[config.mk]
export PLATFORM = sky130hd
export DESIGN_NAME = axi_sram_slave
export DESIGN_NICKNAME = d
export VERILOG_FILES = /design/src/rtl/axi_pkg.sv /design/src/rtl/sram_port_arb.sv /design/src/rtl/axi_sram_slave.sv
export SDC_FILE = /design/constraint.sdc
export NUM_CORES = 1
export LEC_CHECK = 0
export BUFFER_PORTS_ARGS = -buffer_cell sky130_fd_sc_hd__buf_4
export CAP_MARGIN = 20
export CORE_ASPECT_RATIO = 1.2
export CORE_MARGIN = 3
export CORE_UTILIZATION = 25
export CTS_CLUSTER_DIAMETER = 200
export DETAILED_ROUTE_END_ITERATION = 8
export PLACE_DENSITY = 0.5
export SLEW_MARGIN = 5
export SYNTH_ARGS = -nofsm -noshare
export SYNTH_HDL_FRONTEND = slang
export SYNTH_HIERARCHICAL = 1
export SYNTH_SLANG_ARGS = --single-unit
[constraint.sdc]
create_clock -name aclk -period 2.2 [get_ports aclk]
set_input_delay 0.11 -clock aclk [delete_from_list [all_inputs] [get_ports aclk]]
set_output_delay 0.11 -clock aclk [all_outputs]
set_load 0.05 [all_outputs]
[src/rtl/axi_pkg.sv]
// Shared AXI encodings, FSM state types and request-error helper for the SRAM slave.
package axi_pkg;

    localparam logic [1:0] RESP_OKAY   = 2'b00;
    localparam logic [1:0] RESP_SLVERR = 2'b10;
    localparam logic [1:0] BURST_INCR  = 2'b01;

    typedef enum logic [1:0] {
        R_IDLE,
        R_REQ,
        R_WAIT,
        R_RESP
    } rd_state_t;

    typedef enum logic [1:0] {
        W_IDLE,
        W_REQ,
        W_RESP
    } wr_state_t;

    typedef enum logic {
        GRANT_RD = 1'b0,
        GRANT_WR = 1'b1
    } grant_t;

    // Anything other than a single 32-bit-or-narrower INCR beat inside the SRAM window.
    function automatic logic req_err(input logic [7:0] len, input logic [2:0] size,
                                     input logic [1:0] burst, input logic addr_hi);
        return (len != 8'd0) || (size > 3'd2) || (burst != BURST_INCR) || addr_hi;
    endfunction

endpackage

[src/rtl/sram_port_arb.sv]
// Two-requester round-robin arbiter for the single SRAM port; combinational grant.
module sram_port_arb
    import axi_pkg::*;
(
    input  logic clk,
    input  logic rst_n,
    input  logic req_rd,
    input  logic req_wr,
    output logic gnt_rd,
    output logic gnt_wr
);

    grant_t last_grant;

    // Only contended cycles move the pointer; a lone requester never shifts priority.
    always_ff @(posedge clk) begin
        if (!rst_n) begin
            last_grant <= GRANT_WR;
        end else if (req_rd && req_wr) begin
            last_grant <= (last_grant == GRANT_WR) ? GRANT_RD : GRANT_WR;
        end
    end

    always_comb begin
        gnt_rd = 1'b0;
        gnt_wr = 1'b0;
        if (req_rd && req_wr) begin
            if (last_grant == GRANT_WR) gnt_rd = 1'b1;
            else                        gnt_wr = 1'b1;
        end else begin
            gnt_rd = req_rd;
            gnt_wr = req_wr;
        end
    end

endmodule

[src/rtl/axi_sram_slave.sv]
// Single-beat AXI3 slave backed by one synchronous single-port SRAM.
// Define AXI_SLV_ERR_EN to answer malformed or out-of-range requests with SLVERR.
module axi_sram_slave
    import axi_pkg::*;
#(
    parameter int unsigned ID_W   = 4,
    parameter int unsigned MEM_AW = 16
) (
    input  logic              aclk,
    input  logic              aresetn,

    input  logic [ID_W-1:0]   arid,
    input  logic [31:0]       araddr,
    input  logic [7:0]        arlen,
    input  logic [2:0]        arsize,
    input  logic [1:0]        arburst,
    input  logic              arvalid,
    output logic              arready,

    output logic [ID_W-1:0]   rid,
    output logic [31:0]       rdata,
    output logic [1:0]        rresp,
    output logic              rlast,
    output logic              rvalid,
    input  logic              rready,

    input  logic [ID_W-1:0]   awid,
    input  logic [31:0]       awaddr,
    input  logic [7:0]        awlen,
    input  logic [2:0]        awsize,
    input  logic [1:0]        awburst,
    input  logic              awvalid,
    output logic              awready,

    input  logic [ID_W-1:0]   wid,
    input  logic [31:0]       wdata,
    input  logic [3:0]        wstrb,
    input  logic              wlast,
    input  logic              wvalid,
    output logic              wready,

    output logic [ID_W-1:0]   bid,
    output logic [1:0]        bresp,
    output logic              bvalid,
    input  logic              bready,

    output logic              ram_en,
    output logic [3:0]        ram_we,
    output logic [MEM_AW-1:0] ram_addr,
    output logic [31:0]       ram_wdata,
    input  logic [31:0]       ram_rdata
);

    rd_state_t rd_state, rd_next;
    wr_state_t wr_state, wr_next;

    logic [ID_W-1:0]   rd_id, wr_id;
    logic [MEM_AW-1:0] rd_addr, wr_addr;
    logic [31:0]       wr_data;
    logic [3:0]        wr_strb;
    logic              aw_held, w_held, wr_err;
    logic              ar_hs, aw_hs, w_hs;
    logic              ar_err, aw_err, wr_err_now;
    logic              have_aw, have_w;
    logic              req_rd, req_wr, gnt_rd, gnt_wr;
    logic              unused_bits;

`ifdef AXI_SLV_ERR_EN
    assign ar_err      = req_err(arlen, arsize, arburst, |araddr[31:MEM_AW+2]);
    assign aw_err      = req_err(awlen, awsize, awburst, |awaddr[31:MEM_AW+2]);
    assign unused_bits = ^{araddr[1:0], awaddr[1:0], wid, wlast};
`else
    assign ar_err      = 1'b0;
    assign aw_err      = 1'b0;
    assign unused_bits = ^{araddr[31:MEM_AW+2], araddr[1:0], awaddr[31:MEM_AW+2], awaddr[1:0],
                           arlen, arsize, arburst, awlen, awsize, awburst, wid, wlast};
`endif

    assign ar_hs = arvalid && arready;
    assign aw_hs = awvalid && awready;
    assign w_hs  = wvalid && wready;

    // ---------------- read channel ----------------
    always_comb begin
        rd_next = rd_state;
        arready = 1'b0;
        rvalid  = 1'b0;
        case (rd_state)
            R_IDLE: begin
                arready = 1'b1;
                if (arvalid) rd_next = ar_err ? R_RESP : R_REQ;
            end
            R_REQ:   if (gnt_rd) rd_next = R_WAIT;
            R_WAIT:  rd_next = R_RESP;
            R_RESP: begin
                rvalid = 1'b1;
                if (rready) rd_next = R_IDLE;
            end
            default: rd_next = R_IDLE;
        endcase
    end

    always_ff @(posedge aclk) begin
        if (!aresetn) begin
            rd_state <= R_IDLE;
            rd_id    <= '0;
            rd_addr  <= '0;
            rdata    <= '0;
            rresp    <= RESP_OKAY;
        end else begin
            rd_state <= rd_next;
            if (ar_hs) begin
                rd_id   <= arid;
                rd_addr <= araddr[MEM_AW+1:2];
                rresp   <= ar_err ? RESP_SLVERR : RESP_OKAY;
                if (ar_err) rdata <= '0;
            end
            if (rd_state == R_WAIT) rdata <= ram_rdata;
        end
    end

    assign rid   = rd_id;
    assign rlast = rvalid;

    // ---------------- write channel ----------------
    assign have_aw    = aw_held || aw_hs;
    assign have_w     = w_held || w_hs;
    assign wr_err_now = aw_held ? wr_err : aw_err;

    always_comb begin
        wr_next = wr_state;
        awready = 1'b0;
        wready  = 1'b0;
        bvalid  = 1'b0;
        case (wr_state)
            W_IDLE: begin
                awready = !aw_held;
                wready  = !w_held;
                if (have_aw && have_w) wr_next = wr_err_now ? W_RESP : W_REQ;
            end
            W_REQ:   if (gnt_wr) wr_next = W_RESP;
            W_RESP: begin
                bvalid = 1'b1;
                if (bready) wr_next = W_IDLE;
            end
            default: wr_next = W_IDLE;
        endcase
    end

    always_ff @(posedge aclk) begin
        if (!aresetn) begin
            wr_state <= W_IDLE;
            aw_held  <= 1'b0;
            w_held   <= 1'b0;
            wr_err   <= 1'b0;
            wr_id    <= '0;
            wr_addr  <= '0;
            wr_data  <= '0;
            wr_strb  <= '0;
            bresp    <= RESP_OKAY;
        end else begin
            wr_state <= wr_next;
            if (aw_hs) begin
                aw_held <= 1'b1;
                wr_id   <= awid;
                wr_addr <= awaddr[MEM_AW+1:2];
                wr_err  <= aw_err;
                bresp   <= aw_err ? RESP_SLVERR : RESP_OKAY;
            end
            if (w_hs) begin
                w_held  <= 1'b1;
                wr_data <= wdata;
                wr_strb <= wstrb;
            end
            // Capture flags drop as IDLE is left, overriding any same-cycle capture above.
            if ((wr_state == W_IDLE) && (wr_next != W_IDLE)) begin
                aw_held <= 1'b0;
                w_held  <= 1'b0;
            end
        end
    end

    assign bid = wr_id;

    // ---------------- shared SRAM port ----------------
    assign req_rd = (rd_state == R_REQ);
    assign req_wr = (wr_state == W_REQ);

    sram_port_arb u_arb (
        .clk    (aclk),
        .rst_n  (aresetn),
        .req_rd (req_rd),
        .req_wr (req_wr),
        .gnt_rd (gnt_rd),
        .gnt_wr (gnt_wr)
    );

    assign ram_en    = gnt_rd || gnt_wr;
    assign ram_we    = gnt_wr ? wr_strb : '0;
    assign ram_addr  = gnt_wr ? wr_addr : rd_addr;
    assign ram_wdata = wr_data;

endmodule

==> flow_summary_export.csv, run 1 <==
group,metric,value,unit
status,status,"finished clean",
floorplanning,area_of_the_die,20600,sq um
worst_hold_path,whs_path_depth,4,
sta,final_period_minus_worst_setup_slack,2.12,ns
clock_network,clkTransAtPathRegs,0.05,ns
finish,postLayoutCoreUtil,0.449,
worst_setup_path,worstSetupPathType,"reg2out",
placement,gpl.final_weighted_congestion,0.749,
worst_setup_path,endpoint_of_the_lowest_slack_register_to_register_path,"rd_state[0]",
floorplanning,design.core.area,18400,sq um
floorplanning,rows,54,
worst_setup_path,worst-endpoint-required,2.09,ns
worst_setup_path,crit_slowest_cell,"sky130_fd_sc_hd__mux2_2",
worst_setup_path,worstPathArrival,2.01,ns
flow_run,timing.max_cap.violations,0,
worst_setup_path,timing.critical_path.fanout_max,8,
worst_setup_path,slowest_delay,0.35,ns
finish,syn2layout_area_growth,74.5,%
pwr,p_total,8.49,mW
finish,antenna_diode_count,0,
floorplanning,ios,281,
worst_setup_path,critical_path.cell_chain,"inv_1, ha_2, a21boi_2, buf_4, buf_6, mux2_2, buf_4",
logic_synthesis,synth.cell_area,4730,sq um
grt,first_global_vias,4695,
clock_network,cts-buffers-inserted,17,
clock_network,cts_sinks,115,
finish,multiInputGateArea,2200,sq um
logic_synthesis,post_synth.cell_area_avg,9.24,sq um
grt,grt_first_pass_wirelength,23.2,mm
worst_setup_path,setup_slack_of_the_worst_register_to_register_path,0.44,ns
logic_synthesis,synth_enable_flop_cells,0,
finish,drive_above_1_share,0.333,
worst_setup_path,timing.rr.start,"rd_state[1]",
finish,most_common_library_cell_in_the_layout_ignoring_fill_and_taps,"sky130_fd_sc_hd__buf_4",
worst_setup_path,crit_family,"buffers and inverters",
placement,io_buffers,213,
clock_network,cts_tree,"done",
drt,route.antenna.remaining_nets,0,
grt,antenna_found_initial,0,
pwr,irDropWorstVdd,467,uV
worst_hold_path,worst_hold_path.endpoint,"wr_state[1]",
sta,worst_slew_pin_slew,0.549,ns
clock_network,htree_levels,4,
drt,dr_total_vias,4576,
logic_synthesis,synth_flop_cell,"sky130_fd_sc_hd__dfxtp_1",
grt,grtUsageTotal,0.139,
worst_hold_path,min_from,"bready",
worst_setup_path,path_buf_inv,4,
worst_setup_path,critPathCaptureType,"output port",
worst_setup_path,start_kind,"flop",
finish,most_frequent_cells_in_the_layout,"222 x sky130_fd_sc_hd__buf_4, 156 x sky130_fd_sc_hd__nand2_1, 114 x sky130_fd_sc_hd__dfxtp_1",
sta,timing.final.crit_share,0.964,
floorplanning,die_w,132,um
drt,detailedRoute.firstPassIterationCount,4,
drt,drc,0,
clock_network,worst_skew_pair_later_pin_latency,0.40,ns
sta,final.setup_skew,0.00698,ns
logic_synthesis,synth.ff_latch_count,115,
grt,grt_max_degree,61,
sta,fmaxAchievable,472,MHz
sta,timing.slew.headroom,0.634,
sta,timing_hold_violations_final,0,
worst_hold_path,worst_hold_path_type,"in2reg",
pwr,power.density,1030,nW/um^2
clock_network,cts_buffer_depth,2,
sta,final_critical_path_setup_slack,0.0794,ns
logic_synthesis,async_flop_share,0,
floorplanning,initial_core_util,0.257,
drt,detail_route.wl_per_cell,13.4,um
sta,slew_viol_final,0,
logic_synthesis,ys_seq_area_frac,0.487,
worst_setup_path,timing.critical_path.mode_cell,"sky130_fd_sc_hd__buf_4",
sta,report.final.setup_viol,0,
finish,seq_area,2300,sq um
placement,dp_hpwl,9.90,mm
drt,drt-total-wl,14.7,mm
placement,placement.setup.worst_slack,0.396,ns
grt,grt_remaining_overflow,0,
drt,vias_per_cell,4.19,
logic_synthesis,netlist-cell-type-count,32,
logic_synthesis,synthesis.yosys.warnings,6,
pwr,static-leakage-power,3.58,nW
finish,final_area,8260,sq um
finish,final.fill_count,1779,
finish,finalNetCount,1012,
clock_network,cell_at_the_root_of_the_clock_tree,"sky130_fd_sc_hd__clkbuf_16",
worst_setup_path,worst_reg2reg_path_length_in_cells,6,
placement,placement.cell_area,6550,sq um
logic_synthesis,postSynthCellCount,512,
floorplanning,die_height,157,um
drt,drtIter0Drc,76,
## tightest hold or removal path, delay by kind of cell
kind	cells	cell delay, ns
buffers and inverters	2	0.13
AOI/OAI and AO/OA	1	0.15
and+or+nand+nor	1	0.06
## where the power goes
part	switching [mW]	total (mW)	leakage, nW	internal, mW
clock network	0.909	2.76	0.287	1.85
registers	0.169	2.57	0.941	2.40
logic	1.96	3.16	2.35	1.20
## layer usage
metal | share of wire | routed length, um | up-vias | track usage
li1 | - | - | 2300 | -
met1 | 0.41 | 6070 | 2103 | 0.153
met2 | 0.51 | 7430 | 148 | 0.244
met3 | 0.056 | 819 | 25 | 0.0492
met4 | 0.023 | 335 | 0 | 0.0565
met5 | 0 | 0 | - | 0
## worst max path at each step
stage / startpoint / endpoint / slack (ns) / depth (start not counted)
after floorplan: wr_state[0] / ram_addr[0] / 0.16 / 5
after global placement: wr_state[0] / ram_addr[0] / 0.42 / 5
after detailed placement: rd_state[1] / rd_state[0] / 0.40 / 6
after CTS: rd_state[1] / ram_addr[0] / 0.009 / 6
after global routing: rd_state[1] / ram_addr[11] / -0.03 / 7
final: rd_state[1] / ram_addr[11] / 0.08 / 7
## layout make-up
cell class              instances  share of cell area
clock buffers                  25              0.0588
clock inverters                 5              0.0121
repair buffers                336               0.342
well taps                     252              0.0382
inverters                       7             0.00318
flip-flops and latches        115               0.279
multi-input cells             353               0.267
## logic make-up after synthesis
kind of cell    Yosys count  share of synthesized area
fa+ha+maj                 4                     0.0106
compound gates           85                      0.134
flops                   115                      0.487
buf+inv                  47                     0.0561
other cells               1                   0.000792
mux                      51                      0.112
simple gates            209                      0.199
## state kept, by name, summed over array words and instances, names as in the netlist, 2 cells and up
register and flops:
ram_wdata 32, rdata 32, rd_addr 16, wr_addr 16, bid 4, rid 4, wr_strb 4, rd_state 2
wr_state 2
## synth_stat cells (2+ instances only)
cell	instances	area share
sky130_fd_sc_hd__nand2_1	156	0.12
sky130_fd_sc_hd__dfxtp_1	115	0.49
sky130_fd_sc_hd__a21boi_0	41	0.065
sky130_fd_sc_hd__a21boi_1	37	0.059
sky130_fd_sc_hd__nor2b_1	35	0.046
sky130_fd_sc_hd__mux2i_1	34	0.072
sky130_fd_sc_hd__clkbuf_1	18	0.014
sky130_fd_sc_hd__mux2_2	17	0.040
sky130_fd_sc_hd__buf_2	8	0.0085
sky130_fd_sc_hd__buf_6	8	0.019
sky130_fd_sc_hd__inv_1	7	0.0056
sky130_fd_sc_hd__and2_1	5	0.0066
sky130_fd_sc_hd__buf_4	5	0.0079
sky130_fd_sc_hd__ha_1	4	0.011
sky130_fd_sc_hd__nor2_1	4	0.0032
sky130_fd_sc_hd__nor3_1	2	0.0021
## through the flow
step                std cells  hold slack (ns)  setup TNS (ns)
detailed placement        952            0.368               0
finish                   1093           0.0868               0
CTS                      1090           0.0624               0
floorplan                 515            0.169               0
global route             1093           0.0967          -0.158
global placement          952            0.361               0
## repair_timing
| action | in CTS | in global routing |
|---|---|---|
| endpoints found under the setup margin | 8 | 16 |
| endpoints found under the hold margin | 108 | 0 |
| buffers inserted | 0 | 2 |
| cloned | 0 | 1 |
| pin swaps | 0 | 1 |
| gates resized for setup | 2 | 5 |
| hold buffers | 108 | 0 |
No activity file was read; power rests on OpenSTA's default activity.
==> run 2, diff against run 1 <==
- CAP_MARGIN: 20 -> 5
- CELL_PAD_IN_SITES_DETAIL_PLACEMENT: not set -> 0
- CELL_PAD_IN_SITES_GLOBAL_PLACEMENT: not set -> 1
- CTS_BUF_LIST: not set -> sky130_fd_sc_hd__clkbuf_4 sky130_fd_sc_hd__clkbuf_8
- PLACE_DENSITY: 0.5 -> 0.66
==> run 2 against run 1 <==
- maximum frequency grew 0.57%
- register-to-register slack gained 0.06 ns
- non-clock buffer count rose by 2
- via count is essentially flat
- count of clock-buffer cells in the layout is 1 lower
- critical path type unchanged
- critical endpoint is now ram_addr[6]
- largest cell class unchanged
- largest power group unchanged
==> flow_summary_export.csv, run 2 (synthesis gave the netlist of run 1 again) <==
group,metric,value,unit
worst_hold_path,worst_hold_path_type,"in2reg",
floorplanning,die_height,157,um
grt,antenna_found_initial,0,
worst_setup_path,worst-endpoint-required,2.09,ns
placement,placement.cell_area,6550,sq um
sta,final.setup_skew,0.0128,ns
finish,final_area,8170,sq um
clock_network,clkTransAtPathRegs,0.07,ns
worst_setup_path,crit_slowest_cell,"sky130_fd_sc_hd__dfxtp_2",
drt,drt-total-wl,15.0,mm
finish,postLayoutCoreUtil,0.445,
drt,detailedRoute.firstPassIterationCount,4,
worst_setup_path,start_kind,"flop",
worst_setup_path,slowest_delay,0.35,ns
finish,antenna_diode_count,0,
pwr,static-leakage-power,3.52,nW
placement,io_buffers,213,
clock_network,cell_at_the_root_of_the_clock_tree,"sky130_fd_sc_hd__clkbuf_8",
grt,grt_first_pass_wirelength,23.7,mm
sta,timing.final.crit_share,0.958,
worst_hold_path,whs_path_depth,4,
sta,timing.slew.headroom,0.612,
worst_setup_path,timing.critical_path.mode_cell,"sky130_fd_sc_hd__buf_4",
worst_setup_path,worstSetupPathDepth,7,
sta,report.final.setup_viol,0,
pwr,p_total,7.78,mW
finish,most_common_library_cell_in_the_layout_ignoring_fill_and_taps,"sky130_fd_sc_hd__buf_4",
pwr,p_comb_frac,0.420,
pwr,irDropWorstVdd,368,uV
floorplanning,ios,281,
grt,grtUsageTotal,0.143,
grt,grt_remaining_overflow,0,
clock_network,cts_buffer_depth,2,
clock_network,cts-buffers-inserted,17,
clock_network,cts_tree,"done",
sta,timing.setup.tns,0,ns
finish,drive_above_1_share,0.342,
drt,dr_total_vias,4572,
placement,gpl.final_weighted_congestion,0.743,
drt,detail_route.wl_per_cell,13.6,um
flow_run,timing.max_cap.violations,0,
finish,syn2layout_area_growth,72.6,%
pwr,power.density,952,nW/um^2
drt,drtIter0Drc,150,
worst_setup_path,worstPathArrival,2.00,ns
sta,worst_slew_pin_slew,0.581,ns
sta,timing_hold_violations_final,0,
drt,route.antenna.remaining_nets,0,
finish,finalNetCount,1014,
pwr,switching_power,3.03,mW
worst_setup_path,worst_reg2reg_path_length_in_cells,6,
clock_network,cts_sinks,115,
worst_setup_path,crit_family,"buffers and inverters",
pwr,cellInternalPower,4.75,mW
sta,fmaxAchievable,474,MHz
sta,slew_viol_final,0,
sta,rsz0062_at_grt,"yes",
finish,most_frequent_cells_in_the_layout,"213 x sky130_fd_sc_hd__buf_4, 156 x sky130_fd_sc_hd__nand2_1, 113 x sky130_fd_sc_hd__dfxtp_1",
placement,placement.setup.worst_slack,0.343,ns
grt,first_global_vias,4656,
worst_setup_path,critPathCaptureType,"output port",
floorplanning,area_of_the_die,20600,sq um
worst_setup_path,worstSetupPathType,"reg2out",
pwr,power.share.sequential,0.330,
clock_network,worst_skew_pair_later_pin_latency,0.43,ns
floorplanning,rows,54,
status,status,"finished clean",
pwr,sw_frac_of_total,0.390,
floorplanning,design.core.area,18400,sq um
floorplanning,initial_core_util,0.257,
floorplanning,die_w,132,um
pwr,clock_power_share,0.250,
clock_network,htree_levels,4,
drt,vias_per_cell,4.17,
worst_setup_path,path_buf_inv,4,
worst_setup_path,timing.critical_path.fanout_max,8,
sta,final_period_minus_worst_setup_slack,2.11,ns
placement,dp_hpwl,9.82,mm
sta,final_critical_path_setup_slack,0.0914,ns
worst_setup_path,critical_path.cell_chain,"inv_1, ha_4, a21boi_4, buf_4, buf_16, mux2_2, buf_4",
grt,grt_max_degree,63,
drt,drc,0,
-- run 2: cell count changes in the layout (fill, tap and decap cells not counted), sizes merged --
| cell | before | now |
|---|---|---|
| clkinv | 2 | 5 |
| bufinv | 3 | 1 |
| clkinvlp | 0 | 2 |
| buf | 228 | 230 |
| clkbuf | 25 | 24 |
-- run 2: routing by layer --
metal  part of all wire  up-vias  global-route usage  routed length [um]
li1                   -     2303                   -                   -
met1               0.42     2093               0.166                6210
met2               0.50      155               0.244                7480
met3              0.063       21              0.0489                 950
met4              0.022        0              0.0590                 327
met5                  0        -                   0                   0
-- run 2: final cells by class --
type	count	area, sq um
Fill cell	1787	10200
Timing Repair Buffer	338	2910
Sequential cell	115	2300
Multi-Input combinational cell	353	2210
Clock buffer	24	324
Tap cell	252	315
Clock inverter	8	73.8
Inverter	7	26.3
-- run 2: power by group through the flow --
stage | Sequential (mW) | Combinational [mW] | Clock, mW
2_1_floorplan | 3.24 | 1.44 | 0
3_3_place_gp | 2.59 | 2.97 | 0
3_5_place_dp | 2.61 | 3.01 | 0
4_1_cts | 2.57 | 3.26 | 2.04
5_1_grt | 2.61 | 3.48 | 2.12
6_report | 2.57 | 3.26 | 1.94
-- run 2: per-stage QoR --
stage | cells | hold WS (ns)
2_1_floorplan | 515 | 0.169
3_3_place_gp | 952 | 0.359
3_5_place_dp | 952 | 0.367
4_1_cts | 1096 | 0.00648
5_1_grt | 1097 | 0.0396
6_report | 1097 | 0.0460
-- run 2: worst paths after layout --
| check | endpoint | startpoint | slack, ns |
|---|---|---|---|
| worst max-delay path | ram_addr[6] | rd_state[1] | 0.09 |
| worst min-delay path | wr_state[1] | bready | 0.05 |
| worst max register to register | rd_state[0] | rd_state[1] | 0.50 |
| worst min register to register | ram_wdata[1] | ram_wdata[1] | 0.45 |
-- run 2: worst register-to-register path, cell delays in order, from the launching register on --
cell and delay [ns]:
sky130_fd_sc_hd__dfxtp_2 0.34, sky130_fd_sc_hd__inv_1 0.11, sky130_fd_sc_hd__ha_4 0.18, sky130_fd_sc_hd__a21boi_0 0.22, sky130_fd_sc_hd__inv_1 0.06, sky130_fd_sc_hd__a222oi_1 0.50, sky130_fd_sc_hd__mux2i_1 0.24
-- run 2: repair_timing --
action / 4_1_cts / 5_1_grt
gates resized for setup: 11 / 11
hold endpoints to repair: 108 / 0
setup buffers: 3 / 1
hold buffers: 108 / 0
setup endpoints to repair: 16 / 20
gates cloned: 1 / 0
pin swaps: 1 / 1
